`src/rtl/fetch_pkg.sv`:
```
// Shared types and constants for the instruction-fetch stage.
package fetch_pkg;

  typedef enum logic [1:0] {
    F_IDLE,
    F_WAIT,
    F_DRAIN
  } fetch_state_t;

  localparam logic [31:0] NOP_INSTR = 32'h0;
  localparam logic [31:0] PC_INC    = 32'd4;

  typedef struct packed {
    logic [31:0] instr;
    logic [31:0] next_pc;
  } fetch_entry_t;

endpackage

```
`src/rtl/fetch_queue.sv`:
```
// Small synchronous FIFO of fetched {instr, next_pc} pairs.
module fetch_queue
  import fetch_pkg::*;
#(
  parameter int QDEPTH = 2
) (
  input  logic                       clk,
  input  logic                       reset,
  input  logic                       push_i,
  input  logic                       pop_i,
  input  logic                       flush_i,
  input  fetch_entry_t               data_i,
  output logic [$clog2(QDEPTH):0]    count_o,
  output fetch_entry_t               head_o
);

  localparam int AW = $clog2(QDEPTH);
  localparam logic [AW-1:0] PTR_ONE = 1;
  localparam logic [AW:0]   CNT_ONE = 1;

  fetch_entry_t  mem_q [QDEPTH];
  logic [AW-1:0] rd_q, wr_q;
  logic [AW:0]   cnt_q;

  always_ff @(posedge clk) begin
    if (!reset) begin
      rd_q  <= '0;
      wr_q  <= '0;
      cnt_q <= '0;
    end else if (flush_i) begin
      rd_q  <= '0;
      wr_q  <= '0;
      cnt_q <= '0;
    end else begin
      if (push_i) begin
        mem_q[wr_q] <= data_i;
        wr_q        <= wr_q + PTR_ONE;
      end
      if (pop_i) begin
        rd_q <= rd_q + PTR_ONE;
      end
      unique case ({push_i, pop_i})
        2'b10:   cnt_q <= cnt_q + CNT_ONE;
        2'b01:   cnt_q <= cnt_q - CNT_ONE;
        default: cnt_q <= cnt_q;
      endcase
    end
  end

  assign count_o = cnt_q;
  assign head_o  = mem_q[rd_q];

endmodule

```
`src/rtl/fetch_unit.sv`:
```
// Instruction-fetch stage: PC, single-outstanding memory request FSM,
// and a small instruction queue feeding the IF/ID register.
module fetch_unit
  import fetch_pkg::*;
#(
  parameter logic [31:0] RESET_PC = 32'h0000_0000,
  parameter int          QDEPTH   = 2
) (
  input  logic        clk,
  input  logic        reset,
  output logic        imem_req,
  output logic [31:0] imem_addr,
  input  logic        imem_rvalid,
  input  logic [31:0] imem_rdata,
  input  logic        branch,
  input  logic [31:0] branch_target,
  input  logic        ifid_ready,
  output logic        ifid_valid,
  output logic [31:0] ifid_instr,
  output logic [31:0] ifid_next_pc
);

  localparam int AW = $clog2(QDEPTH);
  localparam int OW = AW + 2;
  localparam logic [OW-1:0] DEPTH = OW'(QDEPTH);

  fetch_state_t  state_q, state_d;
  logic [31:0]   pc_q, pc_d;
  logic [31:0]   req_q, req_d;
  logic [AW:0]   q_count;
  fetch_entry_t  head, entry;
  logic          push, pop, flush;
  logic          deq, issue;
  logic [OW-1:0] occ;

  assign ifid_valid = (q_count != '0);
  assign deq        = ifid_valid && ifid_ready;
  // occupancy after this cycle's response lands and head leaves
  assign occ        = OW'(q_count) + OW'(1) - OW'(deq);

  always_comb begin
    issue = 1'b0;
    if (reset && !branch) begin
      unique case (state_q)
        F_IDLE:  issue = (OW'(q_count) < DEPTH);
        F_WAIT:  issue = imem_rvalid && (occ < DEPTH);
        default: issue = 1'b0;
      endcase
    end
  end

  always_comb begin
    state_d = state_q;
    pc_d    = pc_q;
    req_d   = req_q;
    push    = 1'b0;
    pop     = deq && !branch;
    flush   = branch;
    if (issue) begin
      pc_d  = pc_q + PC_INC;
      req_d = pc_q;
    end
    if (branch) begin
      pc_d = {branch_target[31:2], 2'b00};
    end
    unique case (state_q)
      F_IDLE: begin
        if (issue) state_d = F_WAIT;
      end
      F_WAIT: begin
        if (imem_rvalid) begin
          push    = !branch;
          state_d = issue ? F_WAIT : F_IDLE;
        end else if (branch) begin
          state_d = F_DRAIN;
        end
      end
      F_DRAIN: begin
        if (imem_rvalid) state_d = F_IDLE;
      end
      default: state_d = F_IDLE;
    endcase
  end

  always_ff @(posedge clk) begin
    if (!reset) begin
      state_q <= F_IDLE;
      pc_q    <= RESET_PC;
      req_q   <= RESET_PC;
    end else begin
      state_q <= state_d;
      pc_q    <= pc_d;
      req_q   <= req_d;
    end
  end

  assign entry = '{instr: imem_rdata, next_pc: req_q + PC_INC};

  fetch_queue #(
    .QDEPTH (QDEPTH)
  ) u_q (
    .clk     (clk),
    .reset   (reset),
    .push_i  (push),
    .pop_i   (pop),
    .flush_i (flush),
    .data_i  (entry),
    .count_o (q_count),
    .head_o  (head)
  );

  assign imem_req     = issue;
  assign imem_addr    = pc_q;
  assign ifid_instr   = ifid_valid ? head.instr   : NOP_INSTR;
  assign ifid_next_pc = ifid_valid ? head.next_pc : 32'h0;

endmodule

```
`config.mk`:
```
export PLATFORM = sky130hd
export DESIGN_NAME = fetch_unit
export DESIGN_NICKNAME = d
export VERILOG_FILES = /design/src/rtl/fetch_pkg.sv /design/src/rtl/fetch_queue.sv /design/src/rtl/fetch_unit.sv
export SDC_FILE = /design/constraint.sdc
export NUM_CORES = 1
export LEC_CHECK = 0
export CORE_UTILIZATION = 52
export DETAILED_ROUTE_END_ITERATION = 16
export PLACE_DENSITY = 0.77
export SYNTH_ARGS = -nofsm -noshare
export SYNTH_HDL_FRONTEND = slang
export SYNTH_HIERARCHICAL = 1
export SYNTH_SLANG_ARGS = --single-unit
export TNS_END_PERCENT = 20
```
`constraint.sdc`:
```
create_clock -name clk -period 9.85 [get_ports clk]
set_clock_uncertainty 0.2 [all_clocks]
set_input_delay 1.97 -clock clk [delete_from_list [all_inputs] [get_ports clk]]
set_output_delay 1.97 -clock clk [all_outputs]
set_load 0.05 [all_outputs]
```
Yosys cells after proc, flatten, opt, wreduce, memory -nomap -nowiden
Memory sizes are Yosys's and may differ from the RTL's. A register that Yosys moved wholly into a read port is not among the register bits. Cells that the tools add are included. Widths: inputs -> output; s select.

Register bits: 70. Memory bits (writable): 128. Bits of input ports: 69. Output and inout port bits: 98. Logic and storage cells: 58. Memories kept: 1.

Memories: u_q.mem_q (depth 2, bits a word 64, rd ports 1, clocked after Yosys merged registers in 1, wr ports 1, RTL line fetch_queue.sv:21) `fetch_entry_t mem_q [QDEPTH];`.

$add $sub $neg: 8. $lt $le $gt $ge: 2. Eq/ne operators: 7. Multiplexer cells: 21. Bitwise operators: 1. Reduce and logical (&&, ||, !) cells: 11.

Operators with widths (number): $mux 32 (4); $add 32x3->32 const B (2); $mux 1 (10); $mux 2 (4); $pmux 2 s3 (1); $reduce_bool 2->1 (3); $eq 2x1->1 const B (2); $eq 2x2->1 const B (2); $logic_and 1x1->1 (4); $ne 2x2->1 const B (2); $pmux 2 s2 (1); $add 2x1->3 const B (1); $lt 3x2->1 const B (1); $ne 3x3->1 const B (1); $reduce_and 3->1 (1); $sub 3x1->3 (1); $add 1x1->1 const B (2); $add 2x1->2 const B (1); $logic_not 2->1 (1); $lt 2x2->1 const B (1); $pmux 1 s2 (1); $reduce_or 2->1 (1); $sub 2x1->2 const B (1); $logic_not 1->1 (1); $not 1->1 (1).

Depth between registers and ports, before layout
Depth in word-level cells: 10. Mapped depth: 9.

By module
Netlist, hierarchy kept.

Modules (own cells, without submodules): fetch_queue (times used 1, cells each 221, area each 4842.1 µm²); fetch_unit (times used 1, cells each 526, area each 3970.1 µm²).

Worst setup path after synthesis
Ideal clock, no wire load.

Kind: in2reg. Start: input branch. End: memory u_q/mem_q[0][0] (netlist name) (enable). Library setup time: 564 ps. Arrival: 7232 ps. Data required time: 9086 ps. Slack: 1853 ps. Stages: 5. Buffers on the path: 2. Cell sequence: buf_2 clkbuf_1 nor4bb_1 inv_1 nor3_1.

Longest elaborated chain between the ends: 7.

Ends and longest elaborated chain: start, declared (RTL line fetch_unit.sv:15) `input logic branch,`; $logic_not 1->1 (RTL line fetch_unit.sv:72) `push = !branch;`; $mux 1 (RTL line fetch_unit.sv:71) `if (imem_rvalid) begin`; $mux 1 (RTL line fetch_unit.sv:66) `unique case (state_q)`; net push (RTL line fetch_unit.sv:32) `logic push, pop, flush;`; $mux 1 (RTL line fetch_queue.sv:35) `if (push_i) begin`; $mux 1 (RTL line fetch_queue.sv:30) `end else if (flush_i) begin`; $mux 1 (RTL line fetch_queue.sv:26) `if (!reset) begin`; $mux 1 (implied by the code) (RTL line fetch_queue.sv:36) `mem_q[wr_q] <= data_i;`; end, declared (RTL line fetch_queue.sv:21).

The timed path passes the listed nets, and every way through them passes these cells.

Final worst setup path
Start: input reset. End: output imem_req.

Longest elaborated chain between the ends: 2.

Ends and longest elaborated chain: start, declared (RTL line fetch_unit.sv:10) `input logic reset,`; $logic_and 1x1->1 (RTL line fetch_unit.sv:43) `if (reset && !branch) begin`; $mux 1 (RTL line fetch_unit.sv:43); end, declared (RTL line fetch_unit.sv:11) `output logic imem_req,`.

Every way passes these cells.

==> insert_results.sql <==
INSERT INTO impl_metrics (metric_group, metric, value, unit) VALUES
('sta', 'setup_total_negative_slack', '0', 'ns'),
('global_routing', 'grt_first_pass_wirelength', '28900', 'µm'),
('clock_network', 'numClockSinks', '195', ''),
('die', 'top_level_ports', '167', ''),
('clock_network', 'numCtsBuffers', '17', ''),
('sta', 'timing_worst_slew_pin_value', '0.992', 'ns'),
('cells_and_area', 'synthToLayoutAreaGrowth', '25.9', '%'),
('routing', 'wl', '18000', 'µm'),
('pwr', 'ir_drop', '0.000123', 'V'),
('cells_and_area', 'layout_cell_share_with_drive_strength_beyond_1', '12.2', '%'),
('synthesis', 'share_of_synthesized_registers_carrying_an_async_set_or_reset', '0', '%'),
('setup_path', 'required_time_of_the_critical_path', '7.68', 'ns'),
('sta', 'max_freq', '140', 'MHz'),
('setup_path', 'cpMaxStageDelayCell', 'sky130_fd_sc_hd__clkdlybuf4s50_1', ''),
('setup_path', 'worstPathCellList', 'clkdlybuf4s50_1 -> buf_4 -> or3b_1 -> or4_4 -> clkinv_1 -> clkdlybuf4s50_1', ''),
('die', 'core-area', '16600', 'µm²'),
('die', 'chipWidth', '132', 'µm'),
('synthesis', 'synthDistinctLibCells', '44', ''),
('synthesis', 'syn-mean-instance-area', '11.8', 'µm²'),
('global_routing', 'gr-usage-all-layers', '20.9', '%'),
('die', 'fp.dieH', '132', 'µm'),
('clock_network', 'post_cts.repair.setup_buffers', '0', ''),
('run_status', 'run_status', 'finished clean', ''),
('sta', 'max-slew-margin-rel', '33.9', '%'),
('setup_path', 'cp_buf_inv_count', '4', ''),
('synthesis', 'cell_count_after_synthesis', '747', ''),
('global_routing', 'pin_count_of_the_biggest_net_entering_global_routing', '67', ''),
('routing', 'detailedRoute.firstPassIterationCount', '7', ''),
('clock_network', 'root_buffer', 'sky130_fd_sc_hd__clkbuf_16', ''),
('sta', 'finalHoldViolations', '0', ''),
('sta', 'finalWorstSetupSlack', '2.72', 'ns'),
('synthesis', 'ys_seq_elements', '195', ''),
('pwr', 'power.total', '1.67', 'mW'),
('clock_network', 'clock_tree.buffer_depth', '2', ''),
('synthesis', 'synth_flop_cell', 'sky130_fd_sc_hd__edfxtp_1', ''),
('setup_path', 'critPathMostFrequentCell', 'sky130_fd_sc_hd__clkdlybuf4s50_1', ''),
('setup_path', 'timing_worst_setup_path_type', 'in2out', ''),
('global_routing', 'global_route.overflow_total', '0', ''),
('setup_path', 'kind_of_start_point_of_the_critical_path', 'input port', ''),
('synthesis', 'yosys.area.top_type_share', '43.6', '%'),
('clock_network', 'clock_tree.htree_level_count', '4', ''),
('routing', 'drc_errors', '0', ''),
('place', 'place_ws', '2.73', 'ns'),
('sta', 'timing.final.setup_violations', '0', ''),
('cells_and_area', 'antenna_cells_inserted', '0', ''),
('routing', 'dr_total_vias', '6030', ''),
('global_routing', 'antenna_found_initial', '0', ''),
('place', 'placed_cells', '1095', ''),
('synthesis', 'synth_seq_area_share', '58.8', '%'),
('setup_path', 'crit_end_element', 'output pin', ''),
('worst_hold_path', 'hold_class', 'reg2reg', ''),
('place', 'port_buffers', '162', ''),
('sta', 'fin_worst_hold_slack', '0.295', 'ns'),
('setup_path', 'critical_path_arrival', '4.96', 'ns'),
('routing', 'routed_via_density', '5.35', ''),
('routing', 'wl_per_cell', '16.0', 'µm'),
('place', 'place.gp.congestion', '0.812', ''),
('pwr', 'static-leakage-power', '3.85', 'nW'),
('cells_and_area', 'design_area', '11100', 'µm²'),
('synthesis', 'synthTopCellsByArea', 'sky130_fd_sc_hd__edfxtp_1 44%, sky130_fd_sc_hd__dfxtp_1 15%, sky130_fd_sc_hd__mux2_2 8.8%', ''),
('routing', 'postRouteAntennaNets', '0', ''),
('place', 'place_hpwl', '11900', 'µm'),
('synthesis', 'synth_largest_area_cell', 'sky130_fd_sc_hd__edfxtp_1', ''),
('pwr', 'power_density', '151', 'nW/µm²'),
('cells_and_area', 'num-nets-final', '966', ''),
('synthesis', 'number_of_synthesized_flops_with_an_enable_pin', '128', ''),
('clock_network', 'post_cts_resize_count', '0', ''),
('die', 'placement_rows', '47', ''),
('sta', 'grt_setup_unrepaired', 'false', ''),
('synthesis', 'netlist_area', '8810', 'µm²'),
('sta', 'period_minus_slack', '7.13', 'ns');
-- where the power goes --
part	switching, mW	internal, mW
Clock	0.289	0.349
Combinational	0.0752	0.0588
Sequential	0.0207	0.881
-- final timing paths --
kind,start,to,slack (ns),depth (start not counted)
worst max register to register,state_q[1],imem_addr[15],6.92,7
worst min-delay path,req_q[31],req_q[31],0.29,2
worst min register to register,req_q[31],req_q[31],0.29,2
worst max-delay path,reset,imem_req,2.72,6
-- kinds of logic (layout without fill, tap and decap cells) --
kind of cell | count (synthesis) | in the layout | synth area share (%)
fa+ha+maj | 3 | 3 | 0.426
simple gates | 290 | 290 | 17.1
mux | 69 | 69 | 8.82
buf+inv | 51 | 206 | 2.97
xor+xnor | 48 | 48 | 4.77
compound gates | 90 | 90 | 7.01
flops | 195 | 195 | 58.8
other cells | 1 | 6 | 0.0426
-- worst reg2reg max path: cells and delay by family (launching register included) --
kind                   cells  cell delay [ns]
muxes                      1             0.29
buffers and inverters      2             0.54
AOI/OAI and AO/OA          1             0.19
DFF                        1             0.35
and+or+nand+nor            3             1.27
-- state kept, by name, summed over array words and instances (netlist names), named ones only --
signal       flops
state_q          2
u_q/rd_q         1
req_q           30
u_q/count_o      2
u_q/wr_q         1
imem_addr       30
u_q/mem_q      128
-- cell type report --
type / count / area [µm²]
well taps: 220 / 275
inverters: 5 / 18.8
fillers: 1241 / 5490
multi-input cells: 506 / 3390
flip-flops and latches: 195 / 5190
clock buffers: 20 / 437
repair buffers: 169 / 1670
clock inverters: 12 / 111
-- cells in the final DEF, fill, tap and decap left out, drive strengths merged, types with 3 or more instances in the layout --
| master | Yosys | final |
|---|---|---|
| clkdlybuf4s50 | 0 | 162 |
| edfxtp | 128 | 128 |
| nand2 | 108 | 108 |
| and2 | 69 | 69 |
| mux2 | 69 | 69 |
| dfxtp | 67 | 67 |
| a21boi | 37 | 37 |
| xnor2 | 30 | 30 |
| nand4 | 24 | 24 |
| o21ai | 21 | 21 |
| clkbuf | 33 | 20 |
| xor2 | 18 | 18 |
| nand3 | 18 | 18 |
| nor3 | 16 | 16 |
| nor2 | 14 | 14 |
| a21oi | 12 | 12 |
| and4 | 10 | 10 |
| clkinv | 1 | 9 |
| and3 | 8 | 8 |
| nor4 | 7 | 7 |
| a22o | 7 | 7 |
| buf | 13 | 7 |
| conb | 1 | 6 |
| inv | 4 | 4 |
| or3 | 4 | 4 |
| o31a | 3 | 3 |
| ha | 3 | 3 |
| clkinvlp | 0 | 3 |
-- metal layers --
metal | up-vias | wire length (µm) | track usage (%)
met2 | 236 | 8290 | 32.8
met1 | 2808 | 8320 | 28.9
met3 | 19 | 1160 | 3.58
met4 | 0 | 223 | 8.68
met5 | - | 0 | 0
li1 | 2967 | - | -
Power figures use the tool's default switching activity.
